<file path="src/rtl/fifo_wr_arbiter.sv">
// fifo_wr_arbiter: round-robin, packet-locked arbiter sharing one FIFO write port
// among N_REQ producers. A grant is held until the granted producer's last beat
// is accepted, so packets never interleave in the FIFO.
// Ports:
//   clk, arst (async, active-high), srst (sync, active-high)
//   req/last [N_REQ], data [N_REQ*DATA_WIDTH]  per-requester beat inputs
//   ack [N_REQ]        combinational beat accept
//   grant [N_REQ]      registered one-hot grant, zero when idle
//   fifo_almost_full, fifo_full  FIFO flags
//   fifo_wr, fifo_data registered FIFO write strobe and data
//   busy               high while a grant is held
//   timeout_err        one-cycle watchdog pulse
// Optional macro ARB_WATCHDOG_EN: releases a grant whose owner has left req low
// for TIMEOUT cycles; without it timeout_err is constant 0.
module fifo_wr_arbiter #(
   parameter int DATA_WIDTH = 128,
   parameter int N_REQ      = 4,
   parameter int TIMEOUT    = 256
) (
   input  logic                        clk,
   input  logic                        arst,
   input  logic                        srst,
   input  logic [N_REQ-1:0]            req,
   input  logic [N_REQ-1:0]            last,
   input  logic [N_REQ*DATA_WIDTH-1:0] data,
   output logic [N_REQ-1:0]            ack,
   output logic [N_REQ-1:0]            grant,
   input  logic                        fifo_almost_full,
   input  logic                        fifo_full,
   output logic                        fifo_wr,
   output logic [DATA_WIDTH-1:0]       fifo_data,
   output logic                        busy,
   output logic                        timeout_err
);

   localparam int PW = (N_REQ > 1) ? $clog2(N_REQ) : 1;

   typedef logic [PW-1:0] ptr_t;

   typedef enum logic [0:0] {
      S_IDLE   = 1'b0,
      S_LOCKED = 1'b1
   } state_t;

   if (N_REQ < 2 || TIMEOUT < 1) begin : g_cfg_chk
      $error("fifo_wr_arbiter: need N_REQ >= 2 and TIMEOUT >= 1");
   end

   function automatic ptr_t ptr_inc(input ptr_t p);
      if (int'(p) == N_REQ - 1) return '0;
      return ptr_t'(int'(p) + 1);
   endfunction

   state_t                  state_q, state_d;
   logic [N_REQ-1:0]        grant_q, grant_d;
   ptr_t                    ptr_q, ptr_d;
   logic                    wr_q, wr_d;
   logic [DATA_WIDTH-1:0]   data_q, data_d;

   logic                    found;
   ptr_t                    sel;
   ptr_t                    cand;
   ptr_t                    gidx;
   logic                    any_ack;
   logic                    glast;
   logic [DATA_WIDTH-1:0]   gdata;
   logic                    wd_fire;

   // Round-robin search starting at ptr_q, wrapping modulo N_REQ.
   always_comb begin
      found = 1'b0;
      sel   = '0;
      cand  = '0;
      for (int k = 0; k < N_REQ; k++) begin
         cand = ptr_t'((int'(ptr_q) + k) % N_REQ);
         if (!found && req[cand]) begin
            found = 1'b1;
            sel   = cand;
         end
      end
   end

   always_comb begin
      gidx = '0;
      for (int i = 0; i < N_REQ; i++) begin
         if (grant_q[i]) gidx = ptr_t'(i);
      end
   end

   // grant_q is only non-zero in LOCKED, so it qualifies ack by itself.
   // The flags gate at almost_full so the registered write always has a slot.
   assign ack     = grant_q & req &
                    {N_REQ{~fifo_almost_full & ~fifo_full}};
   assign any_ack = |ack;
   assign glast   = last[gidx];
   assign gdata   = data[int'(gidx)*DATA_WIDTH +: DATA_WIDTH];

   always_comb begin
      state_d = state_q;
      grant_d = grant_q;
      ptr_d   = ptr_q;
      wr_d    = any_ack;
      data_d  = any_ack ? gdata : data_q;
      unique case (state_q)
         S_IDLE: begin
            if (found) begin
               grant_d      = '0;
               grant_d[sel] = 1'b1;
               state_d      = S_LOCKED;
            end
         end
         S_LOCKED: begin
            if ((any_ack && glast) || (!any_ack && wd_fire)) begin
               grant_d = '0;
               state_d = S_IDLE;
               ptr_d   = ptr_inc(gidx);
            end
         end
         default: begin
            state_d = S_IDLE;
            grant_d = '0;
         end
      endcase
   end

   always_ff @(posedge clk or posedge arst) begin
      if (arst) begin
         state_q <= S_IDLE;
         grant_q <= '0;
         ptr_q   <= '0;
         wr_q    <= 1'b0;
         data_q  <= '0;
      end else if (srst) begin
         state_q <= S_IDLE;
         grant_q <= '0;
         ptr_q   <= '0;
         wr_q    <= 1'b0;
         data_q  <= '0;
      end else begin
         state_q <= state_d;
         grant_q <= grant_d;
         ptr_q   <= ptr_d;
         wr_q    <= wr_d;
         data_q  <= data_d;
      end
   end

`ifdef ARB_WATCHDOG_EN
   localparam int CW = $clog2(TIMEOUT + 1);

   logic [CW-1:0] cnt_q, cnt_d;
   logic          terr_q;
   logic          greq;

   assign greq    = req[gidx];
   assign wd_fire = (state_q == S_LOCKED) && (cnt_q == CW'(TIMEOUT));

   // Counts only cycles where the owner itself is silent; flag stalls
   // with req high are the FIFO's fault, not the producer's.
   always_comb begin
      cnt_d = cnt_q;
      if (state_q != S_LOCKED || any_ack || wd_fire) begin
         cnt_d = '0;
      end else if (!greq && cnt_q != CW'(TIMEOUT)) begin
         cnt_d = cnt_q + CW'(1);
      end
   end

   always_ff @(posedge clk or posedge arst) begin
      if (arst) begin
         cnt_q  <= '0;
         terr_q <= 1'b0;
      end else if (srst) begin
         cnt_q  <= '0;
         terr_q <= 1'b0;
      end else begin
         cnt_q  <= cnt_d;
         terr_q <= wd_fire && !any_ack;
      end
   end

   assign timeout_err = terr_q;
`else
   assign wd_fire     = 1'b0;
   assign timeout_err = 1'b0;
`endif

   assign grant     = grant_q;
   assign fifo_wr   = wr_q;
   assign fifo_data = data_q;
   assign busy      = (state_q == S_LOCKED);

endmodule
</file>
<file path="config.mk">
export PLATFORM = sky130hd
export DESIGN_NAME = fifo_wr_arbiter
export DESIGN_NICKNAME = d
export VERILOG_FILES = /design/src/rtl/fifo_wr_arbiter.sv
export SDC_FILE = /design/constraint.sdc
export NUM_CORES = 1
export LEC_CHECK = 0
export BUFFER_PORTS_ARGS = -buffer_cell sky130_fd_sc_hd__buf_4
export CAP_MARGIN = 20
export CORE_AREA = 10 10 252 254
export CTS_BUF_LIST = sky130_fd_sc_hd__clkbuf_8
export DETAILED_ROUTE_END_ITERATION = 6
export DIE_AREA = 0 0 262 264
export PLACE_DENSITY = 0.43
export SLEW_MARGIN = 20
export SYNTH_ARGS = -nofsm -noshare
export SYNTH_HDL_FRONTEND = slang
export SYNTH_SLANG_ARGS = --single-unit
</file>
<file path="constraint.sdc">
create_clock -name clk -period 7.2 [get_ports clk]
set_input_delay 0.72 -clock clk [delete_from_list [all_inputs] [get_ports clk]]
set_output_delay 0.72 -clock clk [all_outputs]
set_load 0.005 [all_outputs]
</file>
Yosys cells after proc, flatten, opt, wreduce, memory -nomap -nowiden
Index checks and enable logic that the tools add are counted.
- add/subtract/negate cells: 4
- $lt $le $gt $ge: 7
- equal/unequal tests: 3
- shift operators: 1
- mux-type cells: 42
- bitwise logic cells: 6
- reductions and logical operators: 14
- operators with widths (operator ; number):
    indexed part select 512 x 10 -> 128 bit ; 1
    two-way mux 128 bit ; 2
    two-way mux 2 bit ; 11
    < comparator 2 x 3 -> 1 bit (second input constant) ; 6
    two-way mux 1 bit ; 18
    two-way mux 4 bit ; 3
    binary-select mux 1 bit (select 2 bit) ; 5
    AND 4 bit ; 2
    case mux 4 bit (2 select lines) ; 1
    nonzero test 2 bit ; 3
    logical AND 1 bit ; 5
    adder 2 x 1 -> 2 bit (second input constant) ; 2
    adder 2 bit (second input constant) ; 2
    AND reduction 2 bit ; 2
    OR reduction 4 bit ; 1
    zero test 1 bit ; 3
    != test 3 x 2 -> 1 bit (second input constant) ; 1
    != test 3 bit (second input constant) ; 1
    inverter 1 bit ; 3
    demux 1 bit (select 2 bit) ; 1
    == test 2 x 1 -> 1 bit (second input constant) ; 1
    >= comparator 2 x 1 -> 1 bit (second input constant) ; 1
    case mux 1 bit (2 select lines) ; 1
    AND 1 bit ; 1
- bits in registers: 136
- input bits: 525
- output and inout bits: 139

Logic depth before layout (Yosys ltp)
- word-level depth: 19
- gate-level depth with buffers: 8
- mapped depth without buffers: 4

Least setup slack after synthesis
Ideal clock, no wire load.
- path kind: input -> register
- from: input port fifo_full
- to: register ptr_q[1]
- arrival: 1.950 ns
- data required time: 7.123 ns
- path slack: 5.172 ns
- cell stages on the path: 5
- path through: or2_0 -> buf_2 -> a41o_4 -> or4_1 -> a21oi_1
- word-level cells in the longest chain between the ends: 7
- RTL lines (element ; RTL line ; text):
    start: declaration ; 29 ; input logic fifo_full,
    inverter 1 bit ; 93 ; {N_REQ{~fifo_almost_full & ~fifo_full}};
    AND 1 bit ; 93 ;
    AND 4 bit ; 92 ; assign ack = grant_q & req &
    OR reduction 4 bit ; 94 ; assign any_ack = |ack;
    logical AND 1 bit ; 113 ; if ((any_ack && glast) || (!any_ack && wd_fire)) begin
    nonzero test 2 bit (no line) ; - ;
    AND reduction 2 bit (no line) ; - ;
    end signal: assignment ; 142 ; ptr_q <= ptr_d;
    end: declaration ; 56 ; ptr_t ptr_q, ptr_d;
No other way between the ends.
A chain may end at the register's enable or synchronous reset.

Worst setup path after layout
- from: register grant_q[3] (netlist: grant[3])
- to: register data_q[101] (netlist: fifo_data[101])
- word-level cells in the longest chain between the ends: 4
- elaborated cells between the ends (all ways): 8
- RTL lines (element ; RTL line ; text):
    start: declaration ; 55 ; logic [N_REQ-1:0] grant_q, grant_d;
    start signal: assignment ; 141 ; grant_q <= grant_d;
    two-way mux 2 bit / AND 4 bit (equally long branches) ; 86, 92 ;
    indexed part select 512 x 10 -> 128 bit / AND 4 bit (equally long branches) ; 96, 92 ;
    two-way mux 128 bit / OR reduction 4 bit (equally long branches) ; 103, 94 ;
    two-way mux 128 bit / nonzero test 2 bit (equally long branches) ; - ;
    end signal: assignment ; 144 ; data_q <= data_d;
    end: declaration ; 58 ; logic [DATA_WIDTH-1:0] data_q, data_d;
Parallel ways exist; a longest one is shown, timed or not. The select of a mux whose other input is x is not followed.

==> metrics.txt <==
# TYPE chip_impl_metric gauge
chip_impl_metric{name="cts.repair_timing.setup_buffer_count",unit=""} 0
chip_impl_metric{name="critPathBufInv",unit=""} 2
chip_impl_metric{name="syn_nets",unit=""} 1446
chip_impl_metric{name="r2r_setup_slack",unit="ns"} 4.00
chip_impl_metric{name="synth.area.mux_share",unit="%"} 28.7
chip_impl_metric{name="seq_area",unit="um2"} 3410
chip_impl_metric{name="layout-area-overhead-vs-synth",unit="%"} 67.6
chip_impl_metric{name="clock.fmax",unit="MHz"} 312
chip_impl_metric{name="drt_first_pass_iters",unit=""} 5
chip_impl_metric{name="gpl.final_weighted_congestion",unit=""} 0.859
chip_impl_info{name="crit-reg2reg-capture",value="fifo_data[101]$_DFFE_PP0P_"} 1
chip_impl_metric{name="yosys_register_bits",unit=""} 136
chip_impl_metric{name="total_die_area",unit="um2"} 69200
chip_impl_metric{name="clkSinkCount",unit=""} 136
chip_impl_metric{name="drt-initial-drc-count",unit=""} 328
chip_impl_metric{name="htreeDepth",unit=""} 4
chip_impl_metric{name="grt_start_max_net_pins",unit=""} 108
chip_impl_metric{name="rows",unit=""} 89
chip_impl_info{name="timing.critical_path.max_delay_family",value="buffers and inverters"} 1
chip_impl_metric{name="n_fill_cell",unit=""} 6320
chip_impl_metric{name="vdd_drop_max",unit="mV"} 0.125
chip_impl_metric{name="totalWireLength",unit="mm"} 45.2
chip_impl_metric{name="post_synthesis_cell_area",unit="um2"} 8950
chip_impl_metric{name="power.static_leakage",unit="nW"} 6.48
chip_impl_metric{name="grt_pass1_vias",unit=""} 10600
chip_impl_metric{name="critical_path_peak_fanout",unit=""} 75
chip_impl_metric{name="critical_path_arrival",unit="ns"} 3.64
chip_impl_metric{name="synth_simple_gate_area_share",unit="%"} 6.64
chip_impl_info{name="end_point_of_the_critical_path",value="fifo_data[101]$_DFFE_PP0P_"} 1
chip_impl_metric{name="path_depth",unit=""} 6
chip_impl_metric{name="max_cap_viol_count",unit=""} 0
chip_impl_metric{name="share_of_cells_above_drive_strength_1",unit="%"} 46.4
chip_impl_info{name="critPathCaptureType",value="flop"} 1
chip_impl_metric{name="layout.nets",unit=""} 2048
chip_impl_metric{name="synth_warnings",unit=""} 0
chip_impl_metric{name="initial_core_util",unit="%"} 15.3
chip_impl_metric{name="post_cts.resized_instances",unit=""} 0
chip_impl_info{name="root_buffer",value="clkbuf_8"} 1
chip_impl_info{name="worstSetupPathType",value="flop to flop"} 1
chip_impl_metric{name="detail_route.drc_violations",unit=""} 0
chip_impl_info{name="start_kind",value="flop"} 1
chip_impl_metric{name="global_route.overflow_total",unit=""} 0
chip_impl_metric{name="post_drt_wl_per_cell",unit="um"} 19.6
chip_impl_metric{name="clk_latency",unit="ns"} 0.53
chip_impl_metric{name="synth_fa_ha_area_share",unit="%"} 0
chip_impl_metric{name="synthesis.instances",unit=""} 921
chip_impl_info{name="status",value="finished clean"} 1
chip_impl_metric{name="clk_pin_slew_worst_paths",unit="ns"} 0.08
chip_impl_metric{name="worst-r2r-cell-count",unit=""} 6
chip_impl_metric{name="floorplan.io_pins",unit=""} 664
chip_impl_info{name="critical-path-top-cell-by-count",value="buf_4"} 1
chip_impl_metric{name="globalRouteTotalUtil",unit="%"} 12.5
chip_impl_metric{name="area_of_combinational_cells_with_multiple_inputs",unit="um2"} 5160
chip_impl_metric{name="post_drt_via_cell_ratio",unit=""} 4.08
chip_impl_metric{name="slew_headroom",unit="%"} 35.2
chip_impl_info{name="hold_class",value="primary input to asynchronous set/reset pin"} 1
chip_impl_metric{name="dpl.hpwl",unit="mm"} 36.8
chip_impl_metric{name="synth_area_per_cell",unit="um2"} 9.72
chip_impl_metric{name="floorplan.core_area",unit="um2"} 58500
chip_impl_metric{name="antenna_violations_before_repair",unit=""} 1
chip_impl_metric{name="numPortBuffers",unit=""} 662
chip_impl_metric{name="numCtsBuffers",unit=""} 17
chip_impl_info{name="grt_setup_unrepaired",value="false"} 1
chip_impl_metric{name="hold_viol_final",unit=""} 0
chip_impl_metric{name="global_route_wire_length_before_repair",unit="mm"} 65.6
chip_impl_metric{name="slew_of_the_pin_with_the_lowest_slew_margin",unit="ns"} 0.972
chip_impl_metric{name="finClkSkew",unit="ns"} 0.0132
chip_impl_metric{name="die_height",unit="um"} 264
chip_impl_metric{name="setup_viol",unit=""} 0
chip_impl_info{name="main_combinational_cell_family_by_area_after_synthesis",value="multiplexers"} 1
chip_impl_metric{name="cp.required",unit="ns"} 7.64
chip_impl_info{name="cts_tree",value="built"} 1
chip_impl_info{name="crit_chain",value="nand2_1 > a41oi_1 > nor2_4 > buf_4 > buf_4 > o2bb2ai_1"} 1
chip_impl_metric{name="timing_max_transition_violations_final",unit=""} 0
chip_impl_metric{name="cts_hold_buffers",unit=""} 0
chip_impl_info{name="worstSetupStartpoint",value="grant[3]$_DFFE_PP0P_"} 1
chip_impl_metric{name="buffers_from_clock_root_to_sink_at_most",unit=""} 2
chip_impl_metric{name="detail-route-antenna-nets",unit=""} 0
chip_impl_metric{name="timing.final.crit_period",unit="ns"} 3.20
chip_impl_metric{name="synth_cell_type_count",unit=""} 34
chip_impl_info{name="critical_path.slowest_cell",value="buf_4"} 1
chip_impl_metric{name="hold-worst-slack",unit="ns"} 0.265
chip_impl_info{name="critical_path.reg2reg.startpoint",value="grant[3]$_DFFE_PP0P_"} 1
chip_impl_metric{name="critical_path.max_stage_delay",unit="ns"} 0.75
chip_impl_metric{name="layout_worst_path_cycle_share",unit="%"} 44.5
chip_impl_metric{name="vias",unit=""} 9411
chip_impl_metric{name="synth_compound_area_share",unit="%"} 22.0
chip_impl_metric{name="power_density",unit="nW/um2"} 130
chip_impl_metric{name="final_cell_utilization_of_the_core",unit="%"} 25.7
chip_impl_metric{name="synth.yosys.seq_area_share",unit="%"} 38.0
chip_impl_metric{name="post_synth_xor_xnor_area",unit="%"} 0
chip_impl_metric{name="antennaDiodeCount",unit=""} 0
chip_impl_metric{name="final.setup.tns",unit="ns"} 0
chip_impl_metric{name="die_w",unit="um"} 262
[cells in the final DEF, fill, tap and decap left out, types with 2 or more instances in the layout]
cell	n
a32o_1	2
o31ai_1	4
nor2_1	7
inv_1	6
nand2_1	133
dfrtp_4	3
bufinv_16	2
clkinv_2	4
nor3_1	2
a21oi_1	6
nand2b_1	2
o2bb2ai_1	129
clkbuf_8	19
dfrtp_1	133
mux2i_1	257
buf_4	673
o21ai_0	128
inv_6	2
clkinv_4	3
[synthesized netlist by cell type]
cell | count | share of area [%]
nor3_1 | 2 | 0.11
o31ai_1 | 4 | 0.34
o311ai_0 | 1 | 0.098
o21ba_2 | 1 | 0.11
o311ai_1 | 1 | 0.098
nor4_1 | 1 | 0.070
or2_0 | 1 | 0.070
buf_4 | 1 | 0.084
a32o_1 | 2 | 0.22
inv_1 | 5 | 0.21
a41oi_1 | 1 | 0.098
a2111oi_2 | 1 | 0.17
o21ai_0 | 128 | 7.2
o22a_1 | 1 | 0.098
a211oi_1 | 1 | 0.084
o2bb2ai_1 | 129 | 13
buf_1 | 15 | 0.63
a21oi_1 | 6 | 0.34
nand2_1 | 133 | 5.6
clkbuf_1 | 34 | 1.4
buf_2 | 40 | 2.2
or4b_1 | 1 | 0.11
o21a_1 | 1 | 0.084
nor2b_1 | 1 | 0.070
mux2i_1 | 257 | 29
nand2b_1 | 3 | 0.21
a41o_4 | 1 | 0.24
dfrtp_1 | 136 | 38
o22ai_1 | 1 | 0.070
conb_1 | 1 | 0.042
o31a_2 | 1 | 0.11
o21bai_1 | 1 | 0.084
nor2_1 | 8 | 0.34
or4_1 | 1 | 0.084
[registers in the layout, summed over array words and instances, names as in the netlist]
signal     flops
busy           1
fifo_data    128
ptr_q          2
grant          4
fifo_wr        1
[through the flow]
stage | total power [mW] | setup slack, ns | area [um2] | instances
after global placement | 1.32 | 4.09 | 14600 | 2277
final | 1.95 | 4.00 | 15000 | 2309
after CTS | 2.02 | 3.98 | 15000 | 2309
after detailed placement | 1.33 | 4.02 | 14600 | 2277
after global routing | 2.09 | 3.84 | 15000 | 2309
after floorplan | 1.00 | 2.84 | 8950 | 921
[routing by layer]
layer  share of wire, %  global-route usage [%]  up-vias
li1                   -                       -     4614
met1                 36                    12.6     4329
met2                 52                    22.8      413
met3                9.0                    4.74       53
met4                2.8                    5.03        2
met5              0.022                       0        -
[kinds of logic (layout without fill, tap and decap cells)]
group | after synthesis | in the layout
AOI/OAI and AO/OA | 281 | 281
muxes | 257 | 257
and+or+nand+nor | 151 | 151
DFF | 136 | 136
buffers and inverters | 95 | 710
other | 1 | 1
[area by class of cell]
class | count | area share (%)
inverters | 5 | 0.158
well taps | 773 | 6.45
clock buffers | 19 | 1.74
repair buffers | 673 | 33.7
multi-input cells | 690 | 34.4
clock inverters | 13 | 0.867
flip-flops and latches | 136 | 22.8
[worst min path at each step]
| stage | startpoint | endpoint | slack (ns) | depth (start not counted) |
|---|---|---|---|---|
| 2_1_floorplan | fifo_data[0]$_DFFE_PP0P_ | fifo_data[0]$_DFFE_PP0P_ | 0.48 | 1 |
| 3_3_place_gp | fifo_data[126]$_DFFE_PP0P_ | fifo_data[126]$_DFFE_PP0P_ | 0.47 | 1 |
| 3_5_place_dp | fifo_data[98]$_DFFE_PP0P_ | fifo_data[98]$_DFFE_PP0P_ | 0.47 | 1 |
| 4_1_cts | arst | fifo_data[110]$_DFFE_PP0P_ | 0.22 | 2 |
| 5_1_grt | arst | fifo_data[110]$_DFFE_PP0P_ | 0.27 | 2 |
| 6_report | arst | fifo_data[110]$_DFFE_PP0P_ | 0.26 | 2 |
[power by group]
part           internal, mW  leakage, nW  switching, mW  total (mW)
Clock                 0.322        0.208          0.334       0.656
Combinational         0.293         4.39          0.205       0.498
Sequential            0.780         1.88         0.0198       0.800
Total                  1.39         6.48          0.559        1.95
Note: power is estimated with default switching activity, not from simulation.
